[config.mk]
export PLATFORM = sky130hd
export DESIGN_NAME = runway_allocator_flat
export DESIGN_NICKNAME = d
export VERILOG_FILES = /design/src/rtl/atc_pkg.sv /design/src/rtl/runway_allocator_if.sv /design/src/rtl/runway_slot.sv /design/src/rtl/runway_allocator.sv /design/src/flat_wrapper.sv
export SDC_FILE = /design/constraint.sdc
export NUM_CORES = 1
export LEC_CHECK = 0
export CORE_ASPECT_RATIO = 1.5
export CORE_MARGIN = 2
export CORE_UTILIZATION = 38
export CTS_CLUSTER_DIAMETER = 40
export DETAILED_ROUTE_END_ITERATION = 12
export SLEW_MARGIN = 20
export SYNTH_ARGS = -nofsm -noshare
export SYNTH_HDL_FRONTEND = slang
export SYNTH_SLANG_ARGS = --single-unit
[constraint.sdc]
create_clock -name clock -period 3.85 [get_ports clock]
set_input_delay 0.9625 -clock clock [delete_from_list [all_inputs] [get_ports clock]]
set_output_delay 0.9625 -clock clock [all_outputs]
set_load 0.02 [all_outputs]
[src/rtl/atc_pkg.sv]
// Shared types for the runway allocator: slot state and lock response record.
package atc_pkg;

    // Width of the runway index in the response record; 3 bits covers up to 8 runways.
    localparam int RUNWAY_IDX_W = 3;

    typedef enum logic [1:0] {
        SLOT_FREE    = 2'd0,
        SLOT_OCC     = 2'd1,
        SLOT_OVERDUE = 2'd2
    } slot_state_e;

    typedef struct packed {
        logic                    ack;
        logic                    ok;
        logic [RUNWAY_IDX_W-1:0] runway;
    } lock_resp_t;

endpackage

[src/rtl/runway_allocator_if.sv]
// Request/response bundle between the traffic controller and the runway allocator.
interface runway_allocator_if #(
    parameter int NUM_RUNWAYS = 2,
    parameter int ID_WIDTH    = 4
) ();
    localparam int RW = $clog2(NUM_RUNWAYS);

    logic                   lock_req;
    logic [ID_WIDTH-1:0]    lock_id;
    logic                   unlock_req;
    logic [ID_WIDTH-1:0]    unlock_id;
    logic [NUM_RUNWAYS-1:0] closed_mask;
    logic                   lock_ack;
    logic                   lock_ok;
    logic [RW-1:0]          lock_runway;
    logic                   unlock_ack;
    logic                   unlock_ok;
    logic [NUM_RUNWAYS-1:0] runway_active;
    logic [NUM_RUNWAYS-1:0] runway_overdue;
    logic                   all_busy;

    modport master (
        output lock_req, lock_id, unlock_req, unlock_id, closed_mask,
        input  lock_ack, lock_ok, lock_runway, unlock_ack, unlock_ok,
               runway_active, runway_overdue, all_busy
    );

    modport slave (
        input  lock_req, lock_id, unlock_req, unlock_id, closed_mask,
        output lock_ack, lock_ok, lock_runway, unlock_ack, unlock_ok,
               runway_active, runway_overdue, all_busy
    );
endinterface

[src/rtl/runway_slot.sv]
// One runway slot: occupancy state, holder id, occupancy counter and id compares.
module runway_slot
    import atc_pkg::*;
#(
    parameter int ID_WIDTH = 4,
    parameter int TIMEOUT  = 255
) (
    input  logic                clock,
    input  logic                reset_n,
    input  logic                i_grant,
    input  logic                i_release,
    input  logic [ID_WIDTH-1:0] i_lock_id,
    input  logic [ID_WIDTH-1:0] i_unlock_id,
    output logic                o_free,
    output logic                o_overdue,
    output logic                o_lock_hit,
    output logic                o_unlock_hit
);
    localparam logic [15:0] TIMEOUT_CNT = 16'(TIMEOUT);

    slot_state_e         r_state;
    logic [ID_WIDTH-1:0] r_id;
    logic [15:0]         r_cnt;
    logic [15:0]         w_cnt_inc;

    assign w_cnt_inc = r_cnt + 16'd1;

    // Slot state machine: grant, release, and saturating occupancy count.
    // NOTE: sequential state uses non-blocking (<=) so every flop samples pre-edge values.
    always_ff @(posedge clock or negedge reset_n) begin
        if (!reset_n) begin
            r_state <= SLOT_FREE;
            r_id    <= '0;
            r_cnt   <= '0;
        end else if (i_grant) begin
            r_state <= SLOT_OCC;
            r_id    <= i_lock_id;
            r_cnt   <= '0;
        end else if (i_release) begin
            r_state <= SLOT_FREE;
            r_cnt   <= '0;
        end else if (r_state != SLOT_FREE && r_cnt != TIMEOUT_CNT) begin
            r_cnt <= w_cnt_inc;
            if (w_cnt_inc == TIMEOUT_CNT) begin
                r_state <= SLOT_OVERDUE;
            end
        end
    end

    assign o_free       = (r_state == SLOT_FREE);
    assign o_overdue    = (r_state == SLOT_OVERDUE);
    assign o_lock_hit   = !o_free && (r_id == i_lock_id);
    assign o_unlock_hit = !o_free && (r_id == i_unlock_id);

endmodule

[src/rtl/runway_allocator.sv]
// Runway allocator: lowest-index grant among free open runways, id-matched release,
// registered lock/unlock responses and combinational status decodes.
module runway_allocator
    import atc_pkg::*;
#(
    parameter int NUM_RUNWAYS = 2,
    parameter int ID_WIDTH    = 4,
    parameter int TIMEOUT     = 255
) (
    input  logic            clock,
    input  logic            reset_n,
    runway_allocator_if.slave bus
);
    localparam int RW = $clog2(NUM_RUNWAYS);

    logic [NUM_RUNWAYS-1:0]  w_free;
    logic [NUM_RUNWAYS-1:0]  w_overdue;
    logic [NUM_RUNWAYS-1:0]  w_lock_hit;
    logic [NUM_RUNWAYS-1:0]  w_unlock_hit;
    logic [NUM_RUNWAYS-1:0]  w_free_open;
    logic [NUM_RUNWAYS-1:0]  w_grant;
    logic [NUM_RUNWAYS-1:0]  w_release;
    logic [RUNWAY_IDX_W-1:0] w_grant_idx;
    logic                    w_grant_ok;
    lock_resp_t              w_lock_next;
    lock_resp_t              r_lock_resp;
    logic                    r_unlock_ack;
    logic                    r_unlock_ok;

    for (genvar g = 0; g < NUM_RUNWAYS; g++) begin : g_slot
        runway_slot #(
            .ID_WIDTH (ID_WIDTH),
            .TIMEOUT  (TIMEOUT)
        ) u_slot (
            .clock        (clock),
            .reset_n      (reset_n),
            .i_grant      (w_grant[g]),
            .i_release    (w_release[g]),
            .i_lock_id    (bus.lock_id),
            .i_unlock_id  (bus.unlock_id),
            .o_free       (w_free[g]),
            .o_overdue    (w_overdue[g]),
            .o_lock_hit   (w_lock_hit[g]),
            .o_unlock_hit (w_unlock_hit[g])
        );
    end

    // Candidates use pre-edge state, so a slot released this cycle is never re-granted now.
    assign w_free_open = w_free & ~bus.closed_mask;
    assign w_grant_ok  = bus.lock_req && !(|w_lock_hit) && (|w_free_open);
    assign w_release   = {NUM_RUNWAYS{bus.unlock_req}} & w_unlock_hit;

    // Priority encoder: lowest-index free open runway, one-hot grant vector.
    // NOTE: every always_comb output gets a default first so no latch is inferred.
    always_comb begin
        w_grant_idx = '0;
        w_grant     = '0;
        for (int i = NUM_RUNWAYS - 1; i >= 0; i--) begin
            if (w_free_open[i]) begin
                w_grant_idx = RUNWAY_IDX_W'(i);
            end
        end
        for (int i = 0; i < NUM_RUNWAYS; i++) begin
            w_grant[i] = w_grant_ok && (w_grant_idx == RUNWAY_IDX_W'(i));
        end
    end

    assign w_lock_next.ack    = bus.lock_req;
    assign w_lock_next.ok     = w_grant_ok;
    assign w_lock_next.runway = w_grant_ok ? w_grant_idx : '0;

    // Response registers: one-cycle ack pulses with their qualifiers.
    always_ff @(posedge clock or negedge reset_n) begin
        if (!reset_n) begin
            r_lock_resp  <= '0;
            r_unlock_ack <= 1'b0;
            r_unlock_ok  <= 1'b0;
        end else begin
            r_lock_resp  <= w_lock_next;
            r_unlock_ack <= bus.unlock_req;
            r_unlock_ok  <= bus.unlock_req && (|w_unlock_hit);
        end
    end

    assign bus.lock_ack       = r_lock_resp.ack;
    assign bus.lock_ok        = r_lock_resp.ok;
    assign bus.lock_runway    = RW'(r_lock_resp.runway);
    assign bus.unlock_ack     = r_unlock_ack;
    assign bus.unlock_ok      = r_unlock_ok;
    assign bus.runway_active  = ~w_free;
    assign bus.runway_overdue = w_overdue;
    assign bus.all_busy       = ~(|w_free_open);

endmodule
[src/flat_wrapper.sv]
// flat-port wrapper written by rule: the top's interface ports become plain ports
module runway_allocator_flat import atc_pkg::*;
#(
    parameter int NUM_RUNWAYS = 2,
    parameter int ID_WIDTH    = 4,
    parameter int TIMEOUT     = 255
)
  (clock, reset_n, bus_lock_req, bus_lock_id, bus_unlock_req, bus_unlock_id, bus_closed_mask, bus_lock_ack, bus_lock_ok, bus_lock_runway, bus_unlock_ack, bus_unlock_ok, bus_runway_active, bus_runway_overdue, bus_all_busy);
  runway_allocator_if #(.NUM_RUNWAYS(NUM_RUNWAYS), .ID_WIDTH(ID_WIDTH)) bus_i ();
  input  logic clock;
  input  logic reset_n;
  input wire logic [$bits(bus_i.lock_req)-1:0] bus_lock_req;
  input wire logic [$bits(bus_i.lock_id)-1:0] bus_lock_id;
  input wire logic [$bits(bus_i.unlock_req)-1:0] bus_unlock_req;
  input wire logic [$bits(bus_i.unlock_id)-1:0] bus_unlock_id;
  input wire logic [$bits(bus_i.closed_mask)-1:0] bus_closed_mask;
  output wire logic [$bits(bus_i.lock_ack)-1:0] bus_lock_ack;
  output wire logic [$bits(bus_i.lock_ok)-1:0] bus_lock_ok;
  output wire logic [$bits(bus_i.lock_runway)-1:0] bus_lock_runway;
  output wire logic [$bits(bus_i.unlock_ack)-1:0] bus_unlock_ack;
  output wire logic [$bits(bus_i.unlock_ok)-1:0] bus_unlock_ok;
  output wire logic [$bits(bus_i.runway_active)-1:0] bus_runway_active;
  output wire logic [$bits(bus_i.runway_overdue)-1:0] bus_runway_overdue;
  output wire logic [$bits(bus_i.all_busy)-1:0] bus_all_busy;
  assign bus_i.lock_req = bus_lock_req;
  assign bus_i.lock_id = bus_lock_id;
  assign bus_i.unlock_req = bus_unlock_req;
  assign bus_i.unlock_id = bus_unlock_id;
  assign bus_i.closed_mask = bus_closed_mask;
  assign bus_lock_ack = bus_i.lock_ack;
  assign bus_lock_ok = bus_i.lock_ok;
  assign bus_lock_runway = bus_i.lock_runway;
  assign bus_unlock_ack = bus_i.unlock_ack;
  assign bus_unlock_ok = bus_i.unlock_ok;
  assign bus_runway_active = bus_i.runway_active;
  assign bus_runway_overdue = bus_i.runway_overdue;
  assign bus_all_busy = bus_i.all_busy;
  runway_allocator #(.NUM_RUNWAYS(NUM_RUNWAYS), .ID_WIDTH(ID_WIDTH), .TIMEOUT(TIMEOUT)) u_core (.clock(clock), .reset_n(reset_n), .bus(bus_i));
endmodule
Word-level counts from Yosys, hierarchy flattened. Cells that the tools add are included.

Bits of input ports: 14. Bits in registers: 49. Memories: 0. Output and inout bits: 10. Memory bits (writable): 0. Memory bits (read-only): 0. Bits in latches: 0. Word-level logic and storage cells: 74.

Equality and inequality tests: 11. Multiply operators: 0. Add/sub/neg operators: 2. Reduce and logical (&&, ||, !) cells: 28. Bitwise gates (word level): 5. $lt $le $gt $ge: 0. Divide/modulo/power cells: 0. Shift operators: 0. Mux-type cells: 17.

Operators with widths (count): 16-bit 2-to-1 mux (6); 16-bit by 1-bit adder with 16-bit output (second input constant) (2); 16-bit by 8-bit equality test with 1-bit output (second input constant) (2); 16-bit by 8-bit != test with 1-bit output (second input constant) (2); 4-bit equality test (4); 2-bit 2-to-1 mux (8); 3-bit nonzero test (4); 1-bit logical AND (11); 2-bit OR reduction (3); 2-bit bitwise AND (2); 2-bit equality test (second input constant) (2); 2-bit zero test (2); 2-bit NOT (2); 2-bit AND reduction (2); 2-bit nonzero test (2); 1-bit zero test (3); 3-bit zero test (1); 1-bit 2-to-1 mux (3); 1-bit equality test (second input constant) (1); 1-bit NOT (1).

Logic depth before layout (Yosys ltp). Gate-level depths: netlist (run 1).

Word-level depth: 10. Gate-level depth with buffers: 8. Gate-level depth less buffers: 8.

Modules after synthesis. A second synthesis (run 1) with hierarchy kept.

Cells, all modules: 323. Area total of the unflattened synthesis: 3118.0 um^2.

By module, submodules not included: runway_slot (cells each 153, area an instance 1457.6 um^2, times used 2); runway_allocator (cells each 17, area an instance 202.7 um^2, times used 1).

Worst setup path after synthesis (run 1). OpenSTA, ideal clock, no wires.

Path kind: input -> register. Start: input port bus_lock_id[3]. End: register u_core.g_slot[1].u_slot.r_cnt[10]. Setup time: 0.132 ns. Stages: 7. Data required time: 3.718 ns. Path slack: 1.555 ns. Arrival time: 2.163 ns. Buffers on the path: 1. Cell sequence: xnor2_1 -> nand3_1 -> o31ai_1 -> a41o_1 -> o21ai_1 -> clkbuf_1 -> nor2_1.

Word-level cells in the longest chain between the ends: 8. Elaborated cells on any way between the ends: 11. Classes of those cells: eq/ne (2); mux (1); reduce/logical (8).

Ends and longest elaborated chain: from (decl) (RTL line flat_wrapper.sv:13) `input wire logic [$bits(bus_i.lock_id)-1:0] bus_lock_id;`; 4-bit equality test (RTL line runway_slot.sv:52) `assign o_lock_hit = !o_free && (r_id == i_lock_id);`; 1-bit logical AND (RTL line runway_slot.sv:52); 2-bit OR reduction (*) (RTL line runway_allocator.sv:50) `assign w_grant_ok = bus.lock_req && !(|w_lock_hit) && (|w_free_open);`; 1-bit zero test (*) (RTL line runway_allocator.sv:50); 1-bit logical AND (*) (2 in series) (RTL line runway_allocator.sv:50); 1-bit logical AND (*) (RTL line runway_allocator.sv:64) `w_grant[i] = w_grant_ok && (w_grant_idx == RUNWAY_IDX_W'(i));`; 3-bit nonzero test (no source line) / 16-bit 2-to-1 mux (equally long branches); to (signal assigned) (RTL line runway_slot.sv:43) `r_cnt <= w_cnt_inc;`; to (decl) (RTL line runway_slot.sv:23) `logic [15:0] r_cnt;`.

Mark *: on every way between the ends. The rest lies on a longest branch, timed or not. A chain may end at the register's enable or synchronous reset.

Worst setup path in the final report (run 1).
Start: input port bus_closed_mask[0]. End: output port bus_all_busy.

Word-level cells in the longest chain between the ends: 4.

Ends and longest elaborated chain: from (decl) (RTL line flat_wrapper.sv:16) `input wire logic [$bits(bus_i.closed_mask)-1:0] bus_closed_mask;`; 2-bit NOT (RTL line runway_allocator.sv:49) `assign w_free_open = w_free & ~bus.closed_mask;`; 2-bit bitwise AND (RTL line runway_allocator.sv:49); 2-bit OR reduction (RTL line runway_allocator.sv:92) `assign bus.all_busy = ~(|w_free_open);`; 1-bit NOT (RTL line runway_allocator.sv:92); to (decl) (RTL line flat_wrapper.sv:24) `output wire logic [$bits(bus_i.all_busy)-1:0] bus_all_busy;`.

Every way passes these cells.

==> results of run 1 <==
[cell usage in the layout (no fill, tap or decap), types with 2 or more instances in the layout]
cell             count
nor2_1              53
nor3_1              10
clkbuf_16            5
and4_1               2
nand2_1             22
a211oi_1             2
mux2_2               9
ha_1                 4
xnor2_1             21
dfrtp_1             49
nor4_1               6
clkdlybuf4s50_1     22
o21ai_0              5
inv_1                8
nor2b_1              3
or3_1                3
and3_1               6
nand4_1             15
o31ai_1              2
buf_4                4
a2111oi_0            2
xor2_1              27
and2_1               2
a31oi_1              2
a21boi_0             2
nand4b_1             2
a21oi_1              7
o21ai_1              2
a41o_1               2
nor3b_1              2
nand2b_1             2
a41oi_1              3
nand3_1             15
[metal layers]
layer,GRT usage (%),vias up
met5,0,-
met4,4.970,0
met3,2.711,4
met2,28.85,31
met1,20.41,1161
li1,-,1177
[worst paths after layout]
check / start / endpoint / depth (start not counted)
setup / recovery: bus_closed_mask[0] / bus_all_busy / 4
hold reg to reg: u_core.g_slot[0].u_slot.r_state[1] / u_core.g_slot[0].u_slot.r_state[1] / 1
hold / removal: u_core.g_slot[0].u_slot.r_state[1] / u_core.g_slot[0].u_slot.r_state[1] / 1
min in group asynchronous: reset_n / u_core.g_slot[1].u_slot.r_cnt[12] / 1
max in group asynchronous: reset_n / u_core.g_slot[1].u_slot.r_id[3] / 2
setup reg to reg: u_core.g_slot[1].u_slot.r_cnt[0] / u_core.g_slot[1].u_slot.r_state[0] / 7
[cells by family (layout without fill, tap and decap cells)]
logic type	count (synthesis)	count (layout)	share of synthesized area [%]
buf+inv	26	43	4.121
compound gates	38	38	9.492
fa+ha+maj	4	4	1.665
mux	10	10	3.705
xor+xnor	48	48	13.99
simple gates	152	152	26.23
flops	49	49	40.80
[report_power, final]
group / internal (mW) / switching, mW / total (mW)
clock network: 0.308 / 0.188 / 0.496
registers: 0.670 / 0.230 / 0.901
logic: 0.348 / 0.389 / 0.737
[state kept, by name (all words and copies together), names as in the netlist]
register                      cells
u_core.g_slot.u_slot.r_cnt       32
u_core.g_slot.u_slot.r_id         8
u_core.g_slot.u_slot.r_state      4
u_core.bus.lock_ack               1
u_core.bus.lock_ok                1
u_core.bus.lock_runway            1
u_core.bus.unlock_ack             1
u_core.bus.unlock_ok              1
[critical path, delay by kind of cell]
kind,cells,cell delay (ns)
buf+inv,2,1.15
simple gates,2,0.20
[metrics by stage]
| step | total power, mW | instance area [µm²] |
|---|---|---|
| floorplan | 1.428 | 3005 |
| global placement | 1.632 | 3294 |
| detailed placement | 1.647 | 3294 |
| CTS | 2.152 | 3462 |
| global route | 2.302 | 3462 |
| finish | 2.133 | 3462 |
[cell type report]
cell class,instances,area share [%]
Clock buffer,6,3.722
Clock inverter,2,1.120
Inverter,8,0.8674
Multi-Input combinational cell,252,47.81
Sequential cell,49,35.42
Tap cell,102,3.686
Timing Repair Buffer,27,7.373
==> results.ini, run 1 <==
[status]
run_status=finished, final reports clean

[timing]
period_needed_ns=3.285
slew_headroom_pct=47.29
slew_viol_final=0
tightestPinTransition_ns=0.7906
timing.fmax_mhz=304.4
setup_viol=0
clock_skew_ns=0.006602
rsz0062_at_grt=false
fin_ws_ns=0.5645
hold_slack_ns=0.5250
hold_violations=0
finalSetupTns_ns=0
finalCritPeriodShare_pct=85.34

[clock_tree]
cts_resized=0
clockBufferDepth=2
hold_buffers=0
cts_htree_levels=2
tritoncts=yes
cts_root_buffer=clkbuf_16
cts.clk_slew.worst_paths_ns=0.07
postCtsSetupRepairBufs=0
clkSinkCount=49
cts_buffers=5
insertion_delay_ns=0.29

[power]
leakage_nw=1.400
power.density_mw_per_mm2=616.1
vdd_drop_max_mv=0.4013

[synth]
synth-async-reset-ratio_pct=100.0
synth.top_cell.area_share_pct=40.80
synth_cells=327
synth_edf_count=0
ys_top_cells_by_count=nor2_1, dfrtp_1, xor2_1
synth_flop_cell=dfrtp_1
yosys_warnings=0
yosysUniqueCellTypes=53
synth.avg_cell_area_um2=9.191
syn_area_mm2=0.003005
post-synth-top-area-cell=dfrtp_1
ys_seq_elements=49
syn_nets=345
synth.yosys.seq_area_share_pct=40.80
synth_area_leaders=dfrtp_1, xor2_1, nor2_1
yosysMostFrequentCell=nor2_1

[cells_and_area]
drive_above_1_share_pct=7.849
fin_cells=446
fin_util_pct=45.19
diodes=0
finalNetCount=361
n_fill_cell=787
syn_to_final_growth_pct=15.20
multi_input_area_mm2=0.001655
regArea_mm2=0.001226

[floorplanning]
coreArea_mm2=0.007661
dieArea_mm2=0.008651
start_util_pct=39.23
ios=24
chipWidth_um=76.61
die_y_um=112.9
num_rows=39

[global_route]
grt_pass1_wl_um=11560
grtUsageTotal_pct=16.32
first_global_vias=2341
grt_max_degree=35
overflow=0
antenna_found_initial=0

[routing]
wl_met1_um=2930
wl_met3_um=139
wirelength_um=6566
highest_layer=met4
met2WireLength_um=3439
first_iter_violations=84
via_count=2373
wl_per_cell_um=14.72
via_per_inst=5.321
firstDrtPassIters=5
drc_errors=0
final_antenna_net_count=0

[setup_path]
cp_max_fo=3
endpoint_kind=output port
path_cells=clkdlybuf4s50_1, nor2_1, nor2_1, clkdlybuf4s50_1
critical_path.max_stage_delay_ns=0.64
slowest_stage=clkdlybuf4s50_1
required_ns=2.89
crit_type=in -> out
cp-start-kind=input pin
r2r_slack_ns=1.36
cp.arrival_ns=2.32

[placed_design]
place.gp.congestion=0.8570
placedCellCount=438
dpl.hpwl_um=4834
numPortBuffers=23
place_ws_ns=0.5512

[worst_hold_path]
hold_class=reg -> reg

[run]
maxCapViolCount=0

Power figures use the tool's default switching activity.
==> inputs of run 2 (changes only) <==
--- a/config.mk
+++ b/config.mk
@@ -10,7 +10,6 @@
 export CORE_UTILIZATION = 38
 export CTS_CLUSTER_DIAMETER = 40
 export DETAILED_ROUTE_END_ITERATION = 12
-export SLEW_MARGIN = 20
 export SYNTH_ARGS = -nofsm -noshare
 export SYNTH_HDL_FRONTEND = slang
 export SYNTH_SLANG_ARGS = --single-unit
==> results of run 2 <==
No change in the layout: final DEF, timing and power equal those of run 1.
==> inputs of run 3 (changes only) <==
--- a/config.mk
+++ b/config.mk
@@ -10,6 +10,7 @@
 export CORE_UTILIZATION = 38
 export CTS_CLUSTER_DIAMETER = 40
 export DETAILED_ROUTE_END_ITERATION = 12
+export REMOVE_ABC_BUFFERS = 1
 export SYNTH_ARGS = -nofsm -noshare
 export SYNTH_HDL_FRONTEND = slang
 export SYNTH_SLANG_ARGS = --single-unit
==> results.ini, run 3 (synthesized netlist as in run 1, its figures left out) <==
[global_route]
grt_pass1_wl_um=11410
grt_max_degree=35
first_global_vias=2404
grt_use_met3_pct=2.153
grtUsageTotal_pct=16.08
grt.met2_usage_pct=29.09
antenna_found_initial=0
overflow=0
use_met1_pct=19.28
grt_busiest_layer=met2

[cells_and_area]
finalNetCount=361
diodes=0
largest_reg_flops=32
drive_above_1_share_pct=7.849
n_fill_cell=782
final_common_cell=nor2_1
regMostFlops=u_core.g_slot.u_slot.r_cnt
syn_to_final_growth_pct=14.36
mostFrequentLayoutCells=nor2_1, dfrtp_1, xor2_1, nand2_1, clkdlybuf4s50_1
top_regs=u_core.g_slot.u_slot.r_cnt: 32 flops, u_core.g_slot.u_slot.r_id: 8 flops, u_core.g_slot.u_slot.r_state: 4 flops

[clock_tree]
clockBufferDepth=2
cts_htree_levels=2
postCtsSetupRepairBufs=0
cts_buffers=5
tritoncts=yes
cts.clk_slew.worst_paths_ns=0.07
insertion_delay_ns=0.29
hold_buffers=0
clkSinkCount=49
cts_root_buffer=clkbuf_16
cts_resized=0

[timing]
hold_violations=0
slew_viol_final=0
rsz0062_at_grt=false
clock_skew_ns=0.007644
period_needed_ns=3.307
hold_slack_ns=0.5280
setup_viol=0
finalSetupTns_ns=0
slew_headroom_pct=48.60
tightestPinTransition_ns=0.7710
timing.fmax_mhz=302.4
finalCritPeriodShare_pct=85.89

[setup_path]
critical-path-top-delay-family=buffers and inverters
cp-start-kind=input pin
cp_max_fo=3
crit_type=in -> out
r2r_cells=8
r2r-start=u_core.g_slot[1].u_slot.r_cnt[0]
path_buf_inv=2
rr_endpoint=u_core.g_slot[1].u_slot.r_state[0]
r2r_slack_ns=1.00
critical_path.max_stage_delay_ns=0.63
endpoint_kind=output port
crit_cells=4
cp.arrival_ns=2.34
path_cells=clkdlybuf4s50_1, nor2_1, nor2_1, clkdlybuf4s50_1
required_ns=2.89
slowest_stage=clkdlybuf4s50_1

[floorplanning]
coreArea_mm2=0.007661
dieArea_mm2=0.008651
chipWidth_um=76.61
num_rows=39
ios=24
die_y_um=112.9
start_util_pct=39.23

[placed_design]
dpl.hpwl_um=4808
numPortBuffers=23
place.gp.congestion=0.8192

[power]
leakage_nw=1.390
power.density_mw_per_mm2=602.6
vdd_drop_max_mv=0.4085

[routing]
firstDrtPassIters=4
via_per_inst=5.336
via_count=2380
final_antenna_net_count=0
wirelength_um=6526
drc_errors=0
first_iter_violations=108
wl_per_cell_um=14.63

[worst_hold_path]
hold_start=u_core.g_slot[0].u_slot.r_state[1]
min_to=u_core.g_slot[0].u_slot.r_state[1]
hold_depth=1
hold_class=reg -> reg

[run]
maxCapViolCount=0

[status]
run_status=finished, final reports clean

[run 3: through the flow]
step	cells	setup slack (ns)	utilization [%]	total power [mW]	area, µm²
6_report	446	0.5432	44.86	2.071	3437
5_1_grt	446	0.5046	44.86	2.237	3437
4_1_cts	446	0.5447	44.86	2.096	3437
3_5_place_dp	438	0.5644	43.00	1.653	3294
3_3_place_gp	438	0.5453	43.00	1.637	3294
2_1_floorplan	309	1.373	-	1.393	2912
[run 3: power breakdown]
group	internal [mW]	switching, mW	leakage, nW
Clock	0.243	0.192	0.0712
Sequential	0.670	0.233	0.637
Combinational	0.348	0.386	0.682
Total	1.26	0.810	1.39
[run 3: area by class of cell]
cell class / instances / area, µm² / area share (%)
Clock buffer: 6 / 128.9 / 3.750
Clock inverter: 2 / 13.76 / 0.4004
Inverter: 8 / 30.03 / 0.8737
Multi-Input combinational cell: 252 / 1655 / 48.16
Sequential cell: 49 / 1226 / 35.68
Tap cell: 102 / 127.6 / 3.713
Timing Repair Buffer: 27 / 255.2 / 7.426
[run 3: metal layers]
metal | up-vias | routed length, µm
met3 | 11 | 149
li1 | 1177 | -
met2 | 29 | 3363
met5 | - | 0
met1 | 1163 | 2862
met4 | 0 | 150
[run 3: how the worst max path moves through the flow]
stage	startpoint	endpoint	slack, ns
2_1_floorplan	u_core.g_slot[0].u_slot.r_cnt[0]	u_core.g_slot[0].u_slot.r_state[0]	1.37
3_3_place_gp	bus_closed_mask[0]	bus_all_busy	0.55
3_5_place_dp	bus_closed_mask[0]	bus_all_busy	0.56
4_1_cts	bus_closed_mask[0]	bus_all_busy	0.54
5_1_grt	bus_closed_mask[0]	bus_all_busy	0.50
6_report	bus_closed_mask[0]	bus_all_busy	0.54
